`src/rtl/cfu_simd_mac_ctrl_pkg.sv`:
```
// cfu_simd_mac_ctrl_pkg: op codes, funct7 fields, FSM states and saturating accumulate helper
package cfu_simd_mac_ctrl_pkg;
    localparam logic [2:0] F3_ALU       = 3'd0;
    localparam logic [2:0] F3_MAC       = 3'd1;
    localparam logic [2:0] F3_MAC_CLEAR = 3'd2;
    localparam logic [2:0] F3_SET_OFF   = 3'd3;
    localparam logic [2:0] F3_ACC_READ  = 3'd4;
    localparam logic [2:0] F3_ACC_WRITE = 3'd5;
    localparam logic [2:0] F3_STATUS    = 3'd6;
    localparam logic [6:0] ALU_ADD = 7'd0;
    localparam logic [6:0] ALU_SUB = 7'd1;
    localparam logic [6:0] ALU_MUL = 7'd2;
    localparam int F7_READ_CLEAR   = 6;
    localparam int F7_STATUS_CLEAR = 0;
    typedef enum logic [1:0] {S_IDLE, S_BUSY, S_RESP} state_t;
    // Returns {overflow, result}; result clamps on signed overflow when sat is set.
    function automatic logic [32:0] acc_add(input logic [31:0] acc, input logic [31:0] sum, input logic sat);
        logic [31:0] s;
        logic o;
        s = acc + sum;
        o = (acc[31] == sum[31]) && (s[31] != acc[31]);
        return {o, (o && sat) ? (acc[31] ? 32'h8000_0000 : 32'h7FFF_FFFF) : s};
    endfunction
endpackage

```
`src/rtl/cfu_simd_mac_ctrl_dot_pipe.sv`:
```
// cfu_simd_mac_ctrl_dot_pipe: lane-parallel int8 dot product (a_i+offset)*b_i with PIPE_STAGES register stages
// Ports: clk, reset (sync, active-high); in_valid/a/b/offset in; out_valid/sum out, delayed PIPE_STAGES cycles.
module cfu_simd_mac_ctrl_dot_pipe #(
    parameter int LANES       = 4,
    parameter int PIPE_STAGES = 2
) (
    input  logic        clk,
    input  logic        reset,
    input  logic        in_valid,
    input  logic [31:0] a,
    input  logic [31:0] b,
    input  logic [31:0] offset,
    output logic        out_valid,
    output logic [31:0] sum
);
    logic [31:0] sum_c;
    always_comb begin
        sum_c = '0;
        for (int i = 0; i < LANES; i++)
            sum_c = sum_c + (32'(signed'(a[8*i +: 8])) + offset) * 32'(signed'(b[8*i +: 8]));
    end
    if (PIPE_STAGES == 0) begin : g_comb
        assign sum       = sum_c;
        assign out_valid = in_valid;
    end else begin : g_pipe
        logic [31:0] sum_q [PIPE_STAGES];
        logic [PIPE_STAGES-1:0] v_q;
        always_ff @(posedge clk) begin
            v_q <= reset ? '0 : PIPE_STAGES'({v_q, in_valid});
            sum_q[0] <= sum_c;
            for (int s = 1; s < PIPE_STAGES; s++) sum_q[s] <= sum_q[s-1];
        end
        assign sum       = sum_q[PIPE_STAGES-1];
        assign out_valid = v_q[PIPE_STAGES-1];
    end
endmodule

```
`src/rtl/cfu_simd_mac_ctrl.sv`:
```
// cfu_simd_mac_ctrl: CFU core with SIMD int8 dot-product MAC, accumulator bank, ALU ops and activation offset
// Ports: clk, reset (sync, active-high); cmd_valid/cmd_ready + function_id, inputs_0, inputs_1 in;
//        rsp_valid/rsp_ready + registered rsp_payload_outputs_0 out.
module cfu_simd_mac_ctrl
    import cfu_simd_mac_ctrl_pkg::*;
#(
    parameter int LANES       = 4,
    parameter int NUM_ACC     = 4,
    parameter int PIPE_STAGES = 2,
    parameter bit SATURATE    = 1
) (
    input  logic        clk,
    input  logic        reset,
    input  logic        cmd_valid,
    output logic        cmd_ready,
    input  logic [9:0]  cmd_payload_function_id,
    input  logic [31:0] cmd_payload_inputs_0,
    input  logic [31:0] cmd_payload_inputs_1,
    output logic        rsp_valid,
    input  logic        rsp_ready,
    output logic [31:0] rsp_payload_outputs_0
);
    localparam int IW = NUM_ACC > 1 ? $clog2(NUM_ACC) : 1;
    state_t state, state_n;
    logic [31:0] acc [NUM_ACC];
    logic [31:0] offset, res, sum;
    logic [32:0] add;
    logic [2:0] f3;
    logic [6:0] f7;
    logic [IW-1:0] idx, idx_q, idx_m;
    logic ovf, accept, sum_valid, acc_we;
    assign f3     = cmd_payload_function_id[2:0];
    assign f7     = cmd_payload_function_id[9:3];
    assign accept = cmd_valid && cmd_ready;
    // Masking with NUM_ACC-1 drops the unused index bits, also for a single accumulator.
    assign idx    = IW'(f7 & 7'(NUM_ACC - 1));
    // Without pipe stages the MAC retires on the accept edge, before idx_q is loaded.
    assign idx_m  = PIPE_STAGES == 0 ? idx : idx_q;
    assign add    = acc_add(acc[idx_m], sum, SATURATE);
    assign acc_we = accept && (f3 == F3_MAC_CLEAR || f3 == F3_ACC_WRITE ||
                               (f3 == F3_ACC_READ && f7[F7_READ_CLEAR]));
    cfu_simd_mac_ctrl_dot_pipe #(.LANES(LANES), .PIPE_STAGES(PIPE_STAGES)) u_dot (
        .clk       (clk),
        .reset     (reset),
        .in_valid  (accept && f3 == F3_MAC),
        .a         (cmd_payload_inputs_0),
        .b         (cmd_payload_inputs_1),
        .offset    (offset),
        .out_valid (sum_valid),
        .sum       (sum)
    );
    always_comb begin
        res = f3 == F3_ALU ? (f7 == ALU_ADD ? cmd_payload_inputs_0 + cmd_payload_inputs_1 :
                              f7 == ALU_SUB ? cmd_payload_inputs_0 - cmd_payload_inputs_1 :
                              f7 == ALU_MUL ? cmd_payload_inputs_0 * cmd_payload_inputs_1 : '0) :
              f3 == F3_SET_OFF ? offset :
              (f3 == F3_ACC_READ || f3 == F3_ACC_WRITE) ? acc[idx] :
              f3 == F3_STATUS ? {31'b0, ovf} : '0;
    end
    always_ff @(posedge clk) state <= reset ? S_IDLE : state_n;
    always_comb begin
        state_n = state == S_IDLE ? (accept ? ((f3 == F3_MAC && PIPE_STAGES > 0) ? S_BUSY : S_RESP) : S_IDLE) :
                  state == S_BUSY ? (sum_valid ? S_RESP : S_BUSY) :
                  state == S_RESP ? (rsp_ready ? S_IDLE : S_RESP) : S_IDLE;
    end
    always_comb begin
        cmd_ready = state == S_IDLE;
        rsp_valid = state == S_RESP;
    end
    always_ff @(posedge clk) begin
        if (reset) begin
            for (int i = 0; i < NUM_ACC; i++) acc[i] <= '0;
            offset                <= '0;
            ovf                   <= 1'b0;
            idx_q                 <= '0;
            rsp_payload_outputs_0 <= '0;
        end else begin
            if (accept) idx_q <= idx;
            if (accept && f3 != F3_MAC) rsp_payload_outputs_0 <= res;
            if (acc_we) acc[idx] <= f3 == F3_ACC_WRITE ? cmd_payload_inputs_0 : '0;
            if (accept && f3 == F3_SET_OFF) offset <= cmd_payload_inputs_0;
            if (accept && f3 == F3_STATUS && f7[F7_STATUS_CLEAR]) ovf <= 1'b0;
            if (sum_valid) begin
                acc[idx_m]            <= add[31:0];
                rsp_payload_outputs_0 <= add[31:0];
                ovf                   <= ovf | add[32];
            end
        end
    end
endmodule

```
`config.mk`:
```
export PLATFORM = sky130hd
export DESIGN_NAME = cfu_simd_mac_ctrl
export DESIGN_NICKNAME = d
export VERILOG_FILES = /design/src/rtl/cfu_simd_mac_ctrl_pkg.sv /design/src/rtl/cfu_simd_mac_ctrl_dot_pipe.sv /design/src/rtl/cfu_simd_mac_ctrl.sv
export SDC_FILE = /design/constraint.sdc
export NUM_CORES = 2
export LEC_CHECK = 0
export ABC_CLOCK_PERIOD_IN_PS = 18000
export CELL_PAD_IN_SITES_DETAIL_PLACEMENT = 0
export CELL_PAD_IN_SITES_GLOBAL_PLACEMENT = 1
export CORE_ASPECT_RATIO = 1.5
export CORE_MARGIN = 3
export CORE_UTILIZATION = 51
export CTS_CLUSTER_SIZE = 28
export DETAILED_ROUTE_END_ITERATION = 8
export GPL_TIMING_DRIVEN = 0
export PLACE_DENSITY_LB_ADDON = 0.1
export SETUP_SLACK_MARGIN = 0.02
export SKIP_LAST_GASP = 1
export SLEW_MARGIN = 20
export SYNTH_ARGS = -nofsm -noshare
export SYNTH_HDL_FRONTEND = slang
export SYNTH_SLANG_ARGS = --single-unit
```
`constraint.sdc`:
```
create_clock -name clk -period 18 [get_ports clk]
set_clock_uncertainty 0.15 [all_clocks]
set_input_delay 5.4 -clock clk [delete_from_list [all_inputs] [get_ports clk]]
set_output_delay 5.4 -clock clk [all_outputs]
set_load 0.02 [all_outputs]
```
==> Word-level counts from Yosys, hierarchy flattened <==
Memories as Yosys holds them, arrays and structs flattened. A register that Yosys moved wholly into a read port is not among the register bits.
Cells that the tools add are included.
{ "classes": {"add_sub_neg": 10, "n_mul": 5, "n_div": 0, "order_cmp": 0, "eq_ne": 13, "shift": 0, "muxes": 37, "bitwise_logic": 1, "n_reduce_logical": 19} }
{ "op_table": {"columns": ["op", "count"], "rows": [
  ["$mux W32", 13],
  ["$add A32 B32 Y32", 9],
  ["$mul A32 B8 Y32", 4],
  ["$reduce_or A32 Y1", 2],
  ["$mul A32 B32 Y32", 1],
  ["$sub A32 B32 Y32", 1],
  ["$mux W2", 11],
  ["$mux W1", 13],
  ["$eq A3 B3 Y1 const B", 3],
  ["$logic_and A1 B1 Y1", 9],
  ["$eq A7 B1 Y1 const B", 1],
  ["$eq A7 B2 Y1 const B", 1],
  ["$logic_not A7 Y1", 1],
  ["$eq A3 B2 Y1 const B", 2],
  ["$reduce_bool A2 Y1", 2],
  ["$eq A3 B1 Y1 const B", 1],
  ["$logic_not A3 Y1", 1],
  ["$logic_or A1 B1 Y1", 3],
  ["$ne A3 B1 Y1 const B", 1],
  ["$eq A2 B1 Y1 const B", 1],
  ["$eq A2 B2 Y1 const B", 1],
  ["$logic_not A2 Y1", 1],
  ["$eq A1 B1 Y1", 1],
  ["$ne A1 B1 Y1", 1],
  ["$or A1 B1 Y1", 1]
]} }
{ "totals": {"regBits": 71, "latch_bits": 0, "ramBits": 192, "rom_bits": 0, "input_bits": 78, "output_inout_bits": 34, "elab_cells": 93, "mem_count": 2} }
{ "mem_list": {"columns": ["name", "words", "width", "rd", "rd_clocked_by_memory_dff", "wr", "line_no", "rtl"], "rows": [
  ["acc", 4, 32, 2, 1, 4, "cfu_simd_mac_ctrl.sv:25", "logic [31:0] acc [NUM_ACC];"],
  ["u_dot.g_pipe.sum_q", 2, 32, 2, 0, 2, "cfu_simd_mac_ctrl_dot_pipe.sv:26", "logic [31:0] sum_q [PIPE_STAGES];"]
]} }

==> Longest topological paths before layout <==
{ "depth": {"ltp_word": 9, "ltp_mapped": 41, "depth_no_buf": 41} }

==> Hierarchy <==
A second synthesis with hierarchy kept.
{ "unflattened": {"cells_unflattened": 7334, "hier_area_um2": 65492.8} }
{ "modules_own_cells": {"columns": ["mod", "n_inst", "cells_each", "area_per_inst_um2", "seq_area_each_um2"], "rows": [
  ["cfu_simd_mac_ctrl_dot_pipe", 1, 3884, 34530.6, 1321.3],
  ["cfu_simd_mac_ctrl", 1, 3450, 30962.2, 5265.0]
]} }

==> Least setup slack after synthesis <==
OpenSTA, ideal clock, no wires.
{ "synth_timing": {"path_kind": "in2reg", "from": "in cmd_payload_inputs_0[1]", "to": "mem u_dot.g_pipe.sum_q[0][31]", "setup_time_ps": 124, "t_arrival_ps": 14636, "required_ps": 17726, "path_slack_ps": 3090, "stages": 40, "n_path_buf": 2, "path_cell_list": "clkbuf_1 inv_1 buf_1 fa_1 nor2b_1 o21ai_1 a21boi_0 nor2_1 nor2_1 nor2_1 xnor2_1 and2_1 fa_1 inv_1 fa_1 inv_1 fa_1 fa_1 [... 4 more ...] inv_1 fa_1 ha_1 inv_1 o21bai_1 a21oi_1 o21bai_1 a31oi_1 o21ai_0 or4_1 a31oi_1 or3_1 a32oi_1 a2111oi_0 o21ai_0 o311ai_0 o21ai_0 xor2_1"} }
{ "synth_lines": {"columns": ["item", "line_no", "rtl"], "rows": [
  ["start, declared", "cfu_simd_mac_ctrl.sv:17", "input logic [31:0] cmd_payload_inputs_0,"],
  ["end, declared", "cfu_simd_mac_ctrl_dot_pipe.sv:26", null]
]} }

==> impl_metrics.env <==
export IMPL_syn_mean_instance_area_um2=8.742
export IMPL_dp_hpwl_um=242900
export IMPL_reg2regPathDepth=31
export IMPL_synth_enable_flop_cells=128
export IMPL_die_area_um2=131400
export IMPL_outcome="complete, but fails checks"
export IMPL_layout_commonest_cell="inv_1"
export IMPL_tritoncts_num_buffers=27
export IMPL_slew_violations=0
export IMPL_criticalPathCategory="in2reg"
export IMPL_portBuffers=108
export IMPL_drt_first_pass_iters=9
export IMPL_clkSlewWorstSetupHoldPaths_ns=0.07
export IMPL_yosys_cell_types_count=84
export IMPL_most_frequent_cells_in_the_layout="inv_1 (1,522), fa_1 (1,209), nand2_1 (1,122)"
export IMPL_layout_drive_gt1_share_pct=3.654
export IMPL_syn_cell_area_um2=64740
export IMPL_drt_wirelength_per_cell_um=31.92
export IMPL_tritoncts="built"
export IMPL_post_cts_buffers=0
export IMPL_postSynth_topFlopCell="dfxtp_1"
export IMPL_insertion_delay_ns=0.58
export IMPL_worst_path_largest_cell_delay_ns=0.80
export IMPL_end_kind="register"
export IMPL_worst_r2r_startpoint="offset[1]"
export IMPL_endpoints_failing_hold=0
export IMPL_number_of_instances_in_the_synthesized_netlist=7406
export IMPL_critical_path_arrival_ns=18.06
export IMPL_globalRouteOverflowTotal=0
export IMPL_width_of_the_die_um=296.9
export IMPL_hold_path_depth=0
export IMPL_worst_path_max_delay_cell="o21ai_0"
export IMPL_yosys_warnings=0
export IMPL_mappedNetlistNets=9178
export IMPL_critical_path_top_delay_family="adder cells"
export IMPL_vias_per_cell=6.077
export IMPL_antenna_violating_nets_post_route=0
export IMPL_total_instance_count_after_detailed_placement=9220
export IMPL_worstReg2RegEnd="u_dot.g_pipe.sum_q[0][31]"
export IMPL_final_setup_viol_count=0
export IMPL_path_max_fanout=12
export IMPL_grt_setup_unrepaired="false"
export IMPL_setup_tns_final_ns=0
export IMPL_root_buffer="clkbuf_16"
export IMPL_worst_setup_path_start_kind="input port"
export IMPL_class_of_the_tightest_hold_or_removal_check="reg2reg"
export IMPL_worstPathRequired_ns=18.31
export IMPL_finalNonFillerCells=9288
export IMPL_tightest_slew_ns=1.325
export IMPL_post_synthesis_register_bit_count=265
export IMPL_initial_core_util_pct=51.58
export IMPL_post_route_drc_count=1
export IMPL_coreArea_um2=125500
export IMPL_ioPinCount=112
export IMPL_violations="DRC"
export IMPL_max_cap_viol_count=0
export IMPL_area_growth_pct=7.543
export IMPL_maxClockFrequency_mhz=56.35
export IMPL_vias_in_the_first_global_route=57670
export IMPL_max_transition_margin_pct=11.68
export IMPL_pin_count_of_the_biggest_net_entering_global_routing=30
export IMPL_placementRows=159
export IMPL_clockBufferDepth=3
export IMPL_wire_length_of_the_first_global_routing_pass_um=415100
export IMPL_grtUsageTotal_pct=44.88
export IMPL_cts_num_sinks=265
export IMPL_cpMostUsedCell="fa_1"
export IMPL_place_gp_congestion=1.038
export IMPL_fill_cells=12030
export IMPL_grt_antenna_before_repair=43
export IMPL_hold_slack_ns=0.1760
export IMPL_critical_path_n_buffers_inverters=9
export IMPL_dieHeight_um=442.4
export IMPL_ff2ff_setup_slack_ns=5.57
export IMPL_area_occupied_by_multi_input_gates_um2=51470
export IMPL_detail_route_iter0_violations=6023
export IMPL_synth_async_reset_ratio_pct=0
export IMPL_routed_via_count=56440
export IMPL_synth_seq_area_share_pct=10.17
export IMPL_layout_nets=9331
export IMPL_worst_hold_startpoint="u_dot.g_pipe.sum_q[0][14]"
export IMPL_final_seq_area_um2=6594
export IMPL_routed_wirelength_um=296500
export IMPL_period_share_pct=98.58
export IMPL_period_needed_ns=17.75
export IMPL_hold_path_endpoint="u_dot.g_pipe.sum_q[0][46]"
export IMPL_htreeDepth=1
worst max-delay path by stage:
stage	slack (ns)	end	start	cells past startpoint
2_1_floorplan	3.09	u_dot.g_pipe.sum_q[0][31]	cmd_payload_inputs_0[1]	40
3_3_place_gp	-1.62	u_dot.g_pipe.sum_q[0][31]	cmd_payload_inputs_0[1]	39
3_5_place_dp	-1.16	u_dot.g_pipe.sum_q[0][31]	cmd_payload_inputs_0[1]	39
4_1_cts	0.05	u_dot.g_pipe.sum_q[0][31]	cmd_payload_inputs_0[17]	42
5_1_grt	0.20	u_dot.g_pipe.sum_q[0][31]	cmd_payload_inputs_0[17]	42
6_report	0.25	u_dot.g_pipe.sum_q[0][31]	cmd_payload_inputs_0[1]	41
final cells by class:
class / count / share of cell area [%]
Sequential cell: 265 / 9.470
Buffer: 324 / 1.845
Multi-Input combinational cell: 5292 / 73.92
Timing Repair Buffer: 124 / 1.993
Inverter: 1525 / 8.221
Tap cell: 1690 / 3.037
Clock buffer: 32 / 1.150
Antenna cell: 18 / 0.06469
Clock inverter: 18 / 0.3001
synth_stat cells (all sizes together), types with 42 or more instances:
| cell | count | area share [%] |
|---|---|---|
| a21o | 83 | 0.97 |
| xnor2 | 254 | 3.4 |
| clkbuf | 308 | 1.8 |
| xor2 | 75 | 1.0 |
| a21oi | 348 | 2.7 |
| nand2b | 97 | 0.94 |
| o21bai | 43 | 0.50 |
| and2 | 410 | 4.0 |
| nand3 | 55 | 0.43 |
| nand2 | 1123 | 6.5 |
| o22ai | 113 | 1.1 |
| mux4 | 64 | 2.2 |
| ha | 485 | 9.4 |
| dfxtp | 137 | 4.2 |
| inv | 1523 | 8.8 |
| edfxtp | 128 | 5.9 |
| fa | 1209 | 37 |
| nor3 | 42 | 0.33 |
| o21ai | 207 | 1.6 |
| nor2 | 277 | 1.6 |
repair_timing:
item	4_1_cts	5_1_grt
endpoints found under the setup margin	4	3
hold buffers	0	0
resized for setup	7	6
state kept, by name (all words and copies together), names as in the netlist, named ones only:
| signal | flops |
|---|---|
| acc | 128 |
| idx_m | 2 |
| offset | 32 |
| ovf | 1 |
| rsp_payload_outputs_0 | 32 |
| state | 2 |
| u_dot.g_pipe.sum_q | 64 |
| u_dot.g_pipe.v_q | 2 |
routing by layer:
layer / vias to the layer above / wire [um] / GRT usage, %
li1: 23340 / - / -
met1: 28500 / 93920 / 48.86
met2: 3396 / 136500 / 72.51
met3: 1198 / 29170 / 9.622
met4: 14 / 36780 / 42.66
met5: - / 110 / 0
metrics by stage:
stage	utilization, %	setup WS [ns]	area (um^2)
CTS	55.39	0.05427	69540
finish	55.47	0.2548	69630
floorplan	-	3.091	64740
global route	55.43	0.2013	69590
detailed placement	54.56	-1.158	68480
global placement	54.12	-1.624	67940
cell families (layout without fill, tap and decap cells):
family | count (synthesis) | in the layout | share of synthesized area, %
simple gates | 2142 | 2142 | 15.15
flops | 265 | 265 | 10.17
buf+inv | 1849 | 2023 | 10.73
fa+ha+maj | 1694 | 1694 | 46.76
other cells | 0 | 18 | 0
mux | 76 | 76 | 2.429
xor+xnor | 337 | 337 | 4.762
compound gates | 1043 | 1043 | 10.00
Power is left out: the tool's default activity adds up to more than one toggle a clock period on the data nets, which glitch-free logic cannot reach.
